**src/rtl/frame_dma_writer_if.sv**
```systemverilog
// frame_dma_writer_if: pixel input stream plus Avalon-MM write-master bus
// for frame_dma_writer. The master modport is the DMA's view. The slave
// modport is the view of the capture FIFO and fabric that surround it.
interface frame_dma_writer_if #(
    parameter int ADDR_W = 32,
    parameter int DATA_W = 16
);
    logic [ADDR_W-1:0]   avm_address;
    logic                avm_write;
    logic [DATA_W-1:0]   avm_writedata;
    logic [DATA_W/8-1:0] avm_byteenable;
    logic                avm_waitrequest;
    logic [DATA_W-1:0]   din;
    logic                din_valid;
    logic                din_ready;

    modport master (
        output avm_address,
        output avm_write,
        output avm_writedata,
        output avm_byteenable,
        input  avm_waitrequest,
        input  din,
        input  din_valid,
        output din_ready
    );

    modport slave (
        input  avm_address,
        input  avm_write,
        input  avm_writedata,
        input  avm_byteenable,
        output avm_waitrequest,
        output din,
        output din_valid,
        input  din_ready
    );
endinterface

```
**src/rtl/frame_dma_writer.sv**
```systemverilog
// frame_dma_writer: Avalon-MM write master. It moves one frame of pixels from
// the capture FIFO into memory. Each pixel becomes one single-beat write at
// base_addr + i*(DATA_W/8). Software arms the block with start and polls
// busy/done. abort ends the frame early.
//
// Handshakes:
//   A pixel is consumed on a rising edge where din_valid && din_ready && !abort.
//   din_ready is high only in FILL. An abort in FILL therefore leaves the
//   presented pixel unconsumed, even though din_ready was high.
//   A write is accepted on a rising edge where avm_write && !avm_waitrequest.
//   While the write waits, address, data and byteenable stay frozen, and the
//   request is never withdrawn.
module frame_dma_writer #(
    parameter int ADDR_W       = 32,
    parameter int DATA_W       = 16,
    parameter int FRAME_PIXELS = 307200,
    parameter int CNT_W        = 19
) (
    input  logic               clk,
    input  logic               reset,
    input  logic               start,
    input  logic               abort,
    input  logic [ADDR_W-1:0]  base_addr,
    frame_dma_writer_if.master bus,
    output logic               busy,
    output logic               done,
    output logic               aborted,
    output logic [CNT_W-1:0]   pixels_written,
    output logic [1:0]         state_dbg
);
    typedef enum logic [1:0] {
        IDLE   = 2'd0,
        FILL   = 2'd1,
        WRITE  = 2'd2,
        FINISH = 2'd3
    } state_t;

    localparam logic [ADDR_W-1:0] ADDR_STEP = ADDR_W'(DATA_W / 8);
    localparam logic [CNT_W-1:0]  LAST_IDX  = CNT_W'(FRAME_PIXELS - 1);

    state_t              state;
    state_t              state_next;
    logic [ADDR_W-1:0]   addr_q;
    logic [DATA_W-1:0]   wdata_q;
    logic [CNT_W-1:0]    count_q;
    logic                abort_flag;
    logic                aborted_q;
    logic                start_ok;
    logic                wr_accept;
    logic                abort_end;

    assign start_ok  = (state == IDLE) && start && !abort;
    assign wr_accept = (state == WRITE) && !bus.avm_waitrequest;
    // The frame ends by abort either in FILL, where nothing is pending, or at
    // the acceptance of the write that was in flight when abort arrived.
    assign abort_end = ((state == FILL) && abort) ||
                       (wr_accept && (abort_flag || abort));

    // State register.
    always_ff @(posedge clk or posedge reset) begin
        if (reset) begin
            state <= IDLE;
        end else begin
            state <= state_next;
        end
    end

    // Next-state decode and state-derived outputs.
    always_comb begin
        state_next    = state;
        busy          = 1'b0;
        done          = 1'b0;
        bus.din_ready = 1'b0;
        bus.avm_write = 1'b0;
        unique case (state)
            IDLE: begin
                if (start_ok) state_next = FILL;
            end
            FILL: begin
                busy          = 1'b1;
                bus.din_ready = 1'b1;
                if (abort)              state_next = IDLE;
                else if (bus.din_valid) state_next = WRITE;
            end
            WRITE: begin
                busy          = 1'b1;
                bus.avm_write = 1'b1;
                if (wr_accept) begin
                    if (abort_flag || abort)    state_next = IDLE;
                    else if (count_q == LAST_IDX) state_next = FINISH;
                    else                          state_next = FILL;
                end
            end
            FINISH: begin
                done       = 1'b1;
                state_next = IDLE;
            end
            default: state_next = IDLE;
        endcase
    end

    // Address, data, pixel count and the abort bookkeeping.
    always_ff @(posedge clk or posedge reset) begin
        if (reset) begin
            addr_q     <= '0;
            wdata_q    <= '0;
            count_q    <= '0;
            abort_flag <= 1'b0;
            aborted_q  <= 1'b0;
        end else begin
            aborted_q <= abort_end;
            if (start_ok) begin
                addr_q     <= base_addr;
                count_q    <= '0;
                abort_flag <= 1'b0;
            end
            if ((state == FILL) && bus.din_valid && !abort) begin
                wdata_q <= bus.din;
            end
            if ((state == WRITE) && abort) begin
                abort_flag <= 1'b1;
            end
            if (wr_accept) begin
                addr_q  <= addr_q + ADDR_STEP;
                count_q <= count_q + CNT_W'(1);
            end
        end
    end

    assign bus.avm_address    = addr_q;
    assign bus.avm_writedata  = wdata_q;
    assign bus.avm_byteenable = '1;
    assign aborted            = aborted_q;
    assign pixels_written     = count_q;
    assign state_dbg          = state;
endmodule
```
**src/flat_wrapper.sv**
```systemverilog
// flat-port wrapper written by rule: the top's interface ports become plain ports
module frame_dma_writer_flat 
#(
    parameter int ADDR_W       = 32,
    parameter int DATA_W       = 16,
    parameter int FRAME_PIXELS = 307200,
    parameter int CNT_W        = 19
)
  (clk, reset, start, abort, base_addr, busy, done, aborted, pixels_written, state_dbg, bus_avm_address, bus_avm_write, bus_avm_writedata, bus_avm_byteenable, bus_avm_waitrequest, bus_din, bus_din_valid, bus_din_ready);
  frame_dma_writer_if #(.ADDR_W(ADDR_W), .DATA_W(DATA_W)) bus_i ();
  input  logic clk;
  input  logic reset;
  input  logic start;
  input  logic abort;
  input  logic [ADDR_W-1:0] base_addr;
  output logic busy;
  output logic done;
  output logic aborted;
  output logic [CNT_W-1:0] pixels_written;
  output logic [1:0] state_dbg;
  output wire logic [$bits(bus_i.avm_address)-1:0] bus_avm_address;
  output wire logic [$bits(bus_i.avm_write)-1:0] bus_avm_write;
  output wire logic [$bits(bus_i.avm_writedata)-1:0] bus_avm_writedata;
  output wire logic [$bits(bus_i.avm_byteenable)-1:0] bus_avm_byteenable;
  input wire logic [$bits(bus_i.avm_waitrequest)-1:0] bus_avm_waitrequest;
  input wire logic [$bits(bus_i.din)-1:0] bus_din;
  input wire logic [$bits(bus_i.din_valid)-1:0] bus_din_valid;
  output wire logic [$bits(bus_i.din_ready)-1:0] bus_din_ready;
  assign bus_avm_address = bus_i.avm_address;
  assign bus_avm_write = bus_i.avm_write;
  assign bus_avm_writedata = bus_i.avm_writedata;
  assign bus_avm_byteenable = bus_i.avm_byteenable;
  assign bus_i.avm_waitrequest = bus_avm_waitrequest;
  assign bus_i.din = bus_din;
  assign bus_i.din_valid = bus_din_valid;
  assign bus_din_ready = bus_i.din_ready;
  frame_dma_writer #(.ADDR_W(ADDR_W), .DATA_W(DATA_W), .FRAME_PIXELS(FRAME_PIXELS), .CNT_W(CNT_W)) u_core (.clk(clk), .reset(reset), .start(start), .abort(abort), .base_addr(base_addr), .bus(bus_i), .busy(busy), .done(done), .aborted(aborted), .pixels_written(pixels_written), .state_dbg(state_dbg));
endmodule
```
**config.mk**
```make
export PLATFORM = sky130hd
export DESIGN_NAME = frame_dma_writer_flat
export DESIGN_NICKNAME = d
export VERILOG_FILES = /design/src/rtl/frame_dma_writer_if.sv /design/src/rtl/frame_dma_writer.sv /design/src/flat_wrapper.sv
export SDC_FILE = /design/constraint.sdc
export NUM_CORES = 1
export LEC_CHECK = 0
export ABC_AREA = 1
export ABC_CLOCK_PERIOD_IN_PS = 5000
export CORE_MARGIN = 5
export CORE_UTILIZATION = 53
export CTS_BUF_LIST = sky130_fd_sc_hd__clkbuf_2 sky130_fd_sc_hd__clkbuf_4 sky130_fd_sc_hd__clkbuf_8
export DETAILED_ROUTE_END_ITERATION = 8
export GPL_TIMING_DRIVEN = 0
export PLACE_DENSITY = 0.94
export SETUP_SLACK_MARGIN = 0.15
export SKIP_CTS_REPAIR_TIMING = 1
export SLEW_MARGIN = 15
export SYNTH_ARGS = -nofsm -noshare
export SYNTH_HDL_FRONTEND = slang
export SYNTH_SLANG_ARGS = --single-unit
```
**constraint.sdc**
```tcl
create_clock -name clk -period 5 [get_ports clk]
set_input_delay 0.5 -clock clk [delete_from_list [all_inputs] [get_ports clk]]
set_output_delay 0.5 -clock clk [all_outputs]
set_load 0.005 [all_outputs]
```
; ---- Yosys cells after proc, flatten, opt, wreduce, memory -nomap -nowiden
; Cells that the tools add are included.
; Widths: inputs -> output; s select.
[op_classes]
add_sub_neg = 2
eq_ne = 7
mux = 17
n_reduce_logical = 17
[ops]
columns = op, count
row1 = $mux 32, 2
row2 = $mux 19, 2
row3 = $add 32x2->32 const B, 1
row4 = $add 19x1->19 const B, 1
row5 = $eq 19x19->1 const B, 1
row6 = $mux 2, 6
row7 = $logic_and 1x1->1, 8
row8 = $pmux 2 s4, 1
row9 = $mux 1, 6
row10 = $eq 2x2->1 const B, 2
row11 = $ne 2x1->1 const B, 2
row12 = $reduce_bool 2->1, 2
row13 = $ne 3x3->1 const B, 1
row14 = $reduce_and 3->1, 1
row15 = $eq 2x1->1 const B, 1
row16 = $logic_not 1->1, 2
row17 = $logic_not 2->1, 1
row18 = $logic_or 1x1->1, 2
row19 = $reduce_or 2->1, 1
[totals]
regBits = 71
inputBits = 54
out_inout_bits = 76
elab_cells = 49

; ---- Logic depth before layout (Yosys ltp)
[logic_depth]
depth_word = 5
mapped_depth = 11
mapped_depth_nobuf = 10

; ---- Least setup slack after synthesis
; Ideal clock, no wire load.
[synth_path]
kind = flip-flop to flip-flop
startpoint = register u_core.state[0] (netlist: u_core.state_dbg[0])
endpoint = register u_core.count_q[12] (netlist: u_core.pixels_written[12])
setup_ps = 125
t_arrival_ps = 1460
required_ps = 4875
path_slack_ps = 3415
stages_incl_launch_ff = 10
period_less_slack_ps = 1585
path_cell_list = dfrtp_1 inv_1 ha_1 nand2_4 inv_4 nand3_2 nor2_4 inv_1 nand3_1 o21ai_1
[synth_between]
elab_chain_cells = 4
word_cells_on_any_way = 7
cone_classes = eq/ne: 1 / mux: 1 / reduce/logical: 5
[synth_lines]
columns = item, line_no
row1 = start: declaration, frame_dma_writer.sv:41  ; state_t state;
row2 = start signal: assignment, frame_dma_writer.sv:64  ; state <= state_next;
row3 = $logic_not 2->1, frame_dma_writer.sv:52  ; assign start_ok = (state == IDLE) && start && !abort;
row4 = $logic_and 1x1->1 (2 in a row), frame_dma_writer.sv:52
row5 = $reduce_bool 2->1 (no line), n/a
row6 = end signal: assignment, frame_dma_writer.sv:125  ; count_q <= count_q + CNT_W'(1);
row7 = end: declaration, frame_dma_writer.sv:45  ; logic [CNT_W-1:0] count_q;
; Parallel ways exist; a longest one is shown, timed or not.
; A chain may end at the register's enable or synchronous reset.

; ---- Worst setup path in the final report
[layout_path]
startpoint = register u_core.state[0] (netlist: u_core.state_dbg[0])
endpoint = output port bus_avm_write
[layout_between]
elab_chain_cells = 2
[layout_lines]
columns = item, line_no
row1 = $eq 2x2->1, frame_dma_writer.sv:75  ; unique case (state)
row2 = $mux 1, frame_dma_writer.sv:75
row3 = end: declaration, flat_wrapper.sv:22  ; output wire logic [$bits(bus_i.avm_write)-1:0] bus_avm_write;
; No other way between the ends.

==> flow_metrics.py <==
metrics = {
    "setup_path": {
        "cp-end-kind": "output pin",
        "critPathKind": "flop to output pin",
        "worstPathMaxFanout": 5,
        "rr_startpoint": "u_core.state_dbg[0]",
        "cp-start-kind": "flop",
        "cp.required_ns": 4.50,
        "critPathArrivalTime_ns": 1.78,
        "r2r-end": "u_core.bus.avm_address[22]",
        "ff2ff_setup_slack_ns": 3.11,
        "reg2reg_depth": 10,
    },
    "sta": {
        "setup-violations-final": 0,
        "finalHoldViolCount": 0,
        "max_freq_mhz": 439,
        "hold_ws_ns": 0.490,
        "min_period_over_period_pct": 45.5,
        "drv_slew": 0,
        "rsz0062_at_grt": "false",
        "fin_skew_ns": 0.0123,
        "fin_tns_setup_ns": 0,
        "min_period_ns": 2.28,
    },
    "die": {
        "core-area_um2": 8090,
        "pin_count": 130,
        "die_w_um": 101,
        "die_height_um": 101,
        "die-area_um2": 10100,
        "initial_core_util_pct": 53.8,
        "num_rows": 33,
    },
    "final_layout": {
        "layout.nets": 768,
        "stdcell_area_um2": 5990,
        "utilization_pct": 74.1,
        "diodes": 0,
        "drive_above_1_share_pct": 11.1,
        "syn_to_final_growth_pct": 37.8,
    },
    "clock_tree": {
        "worstSkewPairLatency_ns": 0.35,
        "cts_made_buffers": 9,
        "cts_max_level": 3,
        "ctsRootBufferMaster": "clkbuf_8",
        "clk_path_buf_depth": 2,
        "cts_tree": "built",
        "clkSinkCount": 71,
        "clkTransAtPathRegs_ns": 0.08,
    },
    "grt": {
        "antenna_found_initial": 0,
        "grt_pass1_vias": 4476,
        "grt_max_degree": 44,
        "grt_overflow_total": 0,
        "track_usage_pct": 26.1,
        "grt_pass1_wl_mm": 21.1,
    },
    "hold_path": {
        "hold_class": "primary input to async pin",
    },
    "yosys": {
        "ys_seq_area_share_pct": 40.8,
        "yosys_warnings": 0,
        "ys_ff_latch": 71,
        "avgSynthCellArea_um2": 7.67,
        "ys.flop_type": "dfrtp_1",
        "synth-edff-count": 0,
        "synth.top_cell.area_share_pct": 40.8,
        "syn_area_um2": 4350,
        "synth_common_cells": "nand2_1, dfrtp_1, inv_1",
        "synth.distinct_cells": 35,
        "synthArstFlopShare_pct": 100,
        "synth_area_leaders": "dfrtp_1, nand2_1, nand3_1",
        "synth_top_cell_by_area": "dfrtp_1",
        "syn-instance-count": 567,
        "yosysMostFrequentCell": "nand2_1",
    },
    "drt": {
        "routed-via-count": 4448,
        "wirelength_mm": 12.9,
        "drc": 0,
        "drtIter0Drc": 214,
        "drtAntennaViolNets": 0,
        "drtPass1Iterations": 7,
        "wire_per_inst_um": 15.7,
        "routed_via_density": 5.44,
    },
    "placed_design": {
        "place_area_um2": 5790,
        "port_buffers": 127,
        "place_congestion": 0.877,
        "hpwl_mm": 9.77,
    },
    "power_and_ir_drop": {
        "ir_drop_v": 0.000222,
        "p_leak_nw": 2.66,
        "power_density_nw_per_um2": 468,
    },
    "job": {
        "maxCapViolations": 0,
    },
    "run_status": {
        "status": "completed",
    },
}
## placed cells by master, fill, tap and decap left out, drive strengths merged, types with 11 or more instances in the layout
cell | Yosys | layout
buf | 13 | 14
mux2 | 16 | 16
nand2 | 189 | 189
o21ai | 26 | 26
nand3 | 63 | 63
dfrtp | 71 | 71
clkdlybuf4s50 | 0 | 127
inv | 66 | 66
nor2 | 68 | 68
clkbuf | 0 | 11
## metrics by stage
stage	worst slack [ns]	std cells	total power (W)
global route	2.65	817	0.00299
floorplan	2.70	568	0.00162
global placement	1.52	800	0.00225
detailed placement	2.94	801	0.00232
finish	2.72	817	0.00280
CTS	2.72	817	0.00281
## how the worst max path moves through the flow
stage,end,cells after the start,from
after detailed placement,u_core.bus.avm_address[22],10,bus_avm_waitrequest
final,bus_avm_write,3,u_core.state_dbg[0]
after global placement,u_core.bus.avm_address[29],2,reset
after global routing,bus_avm_write,3,u_core.state_dbg[0]
after floorplan,u_core.abort_flag,1,reset
after CTS,bus_avm_write,3,u_core.state_dbg[0]
## cell families after synthesis
| logic type | Yosys count | share of synthesized area (%) |
|---|---|---|
| AND/OR/NAND/NOR | 338 | 35.7 |
| buffers and inverters | 79 | 8.37 |
| flip-flops | 71 | 40.8 |
| AO/OA/AOI/OAI | 54 | 7.79 |
| multiplexers | 16 | 5.00 |
| adder cells (fa/ha/maj) | 7 | 2.01 |
| other | 1 | 0.0862 |
| XOR/XNOR | 1 | 0.201 |
## cell type report
cell class,count,area (um2)
multi-input combinational,418,2210
buffer,13,106
timing repair buffer,128,1300
tap,105,131
fill,600,2100
inverter,66,260
sequential,71,1780
clock buffer,11,151
clock inverter,5,56.3
## worst max-delay path, stage by stage, from the launching register on
cell	delay, ns
dfrtp_1	0.42
inv_1	0.14
ha_1	0.31
clkdlybuf4s50_1	0.56
## sequential cells by signal, summed over array words and instances, names as in the netlist
| register | count |
|---|---|
| u_core.state_dbg | 2 |
| u_core.bus.avm_writedata | 16 |
| u_core.bus.avm_address | 32 |
| u_core.abort_flag | 1 |
| u_core.aborted | 1 |
| u_core.pixels_written | 19 |
## routing by layer
metal,up-vias,track usage (%),wire [um]
met2,239,43.6,6230
met4,0,11.5,388
met1,2071,33.0,5190
met5,-,0,0
li1,2102,-,-
met3,36,4.84,1050
## power breakdown
part | internal, W | switching, W | total [W]
Clock | 0.000257 | 0.000227 | 0.000484
Sequential | 0.000790 | 0.000245 | 0.00104
Combinational | 0.000719 | 0.000563 | 0.00128
No activity file was read; power rests on OpenSTA's default activity.
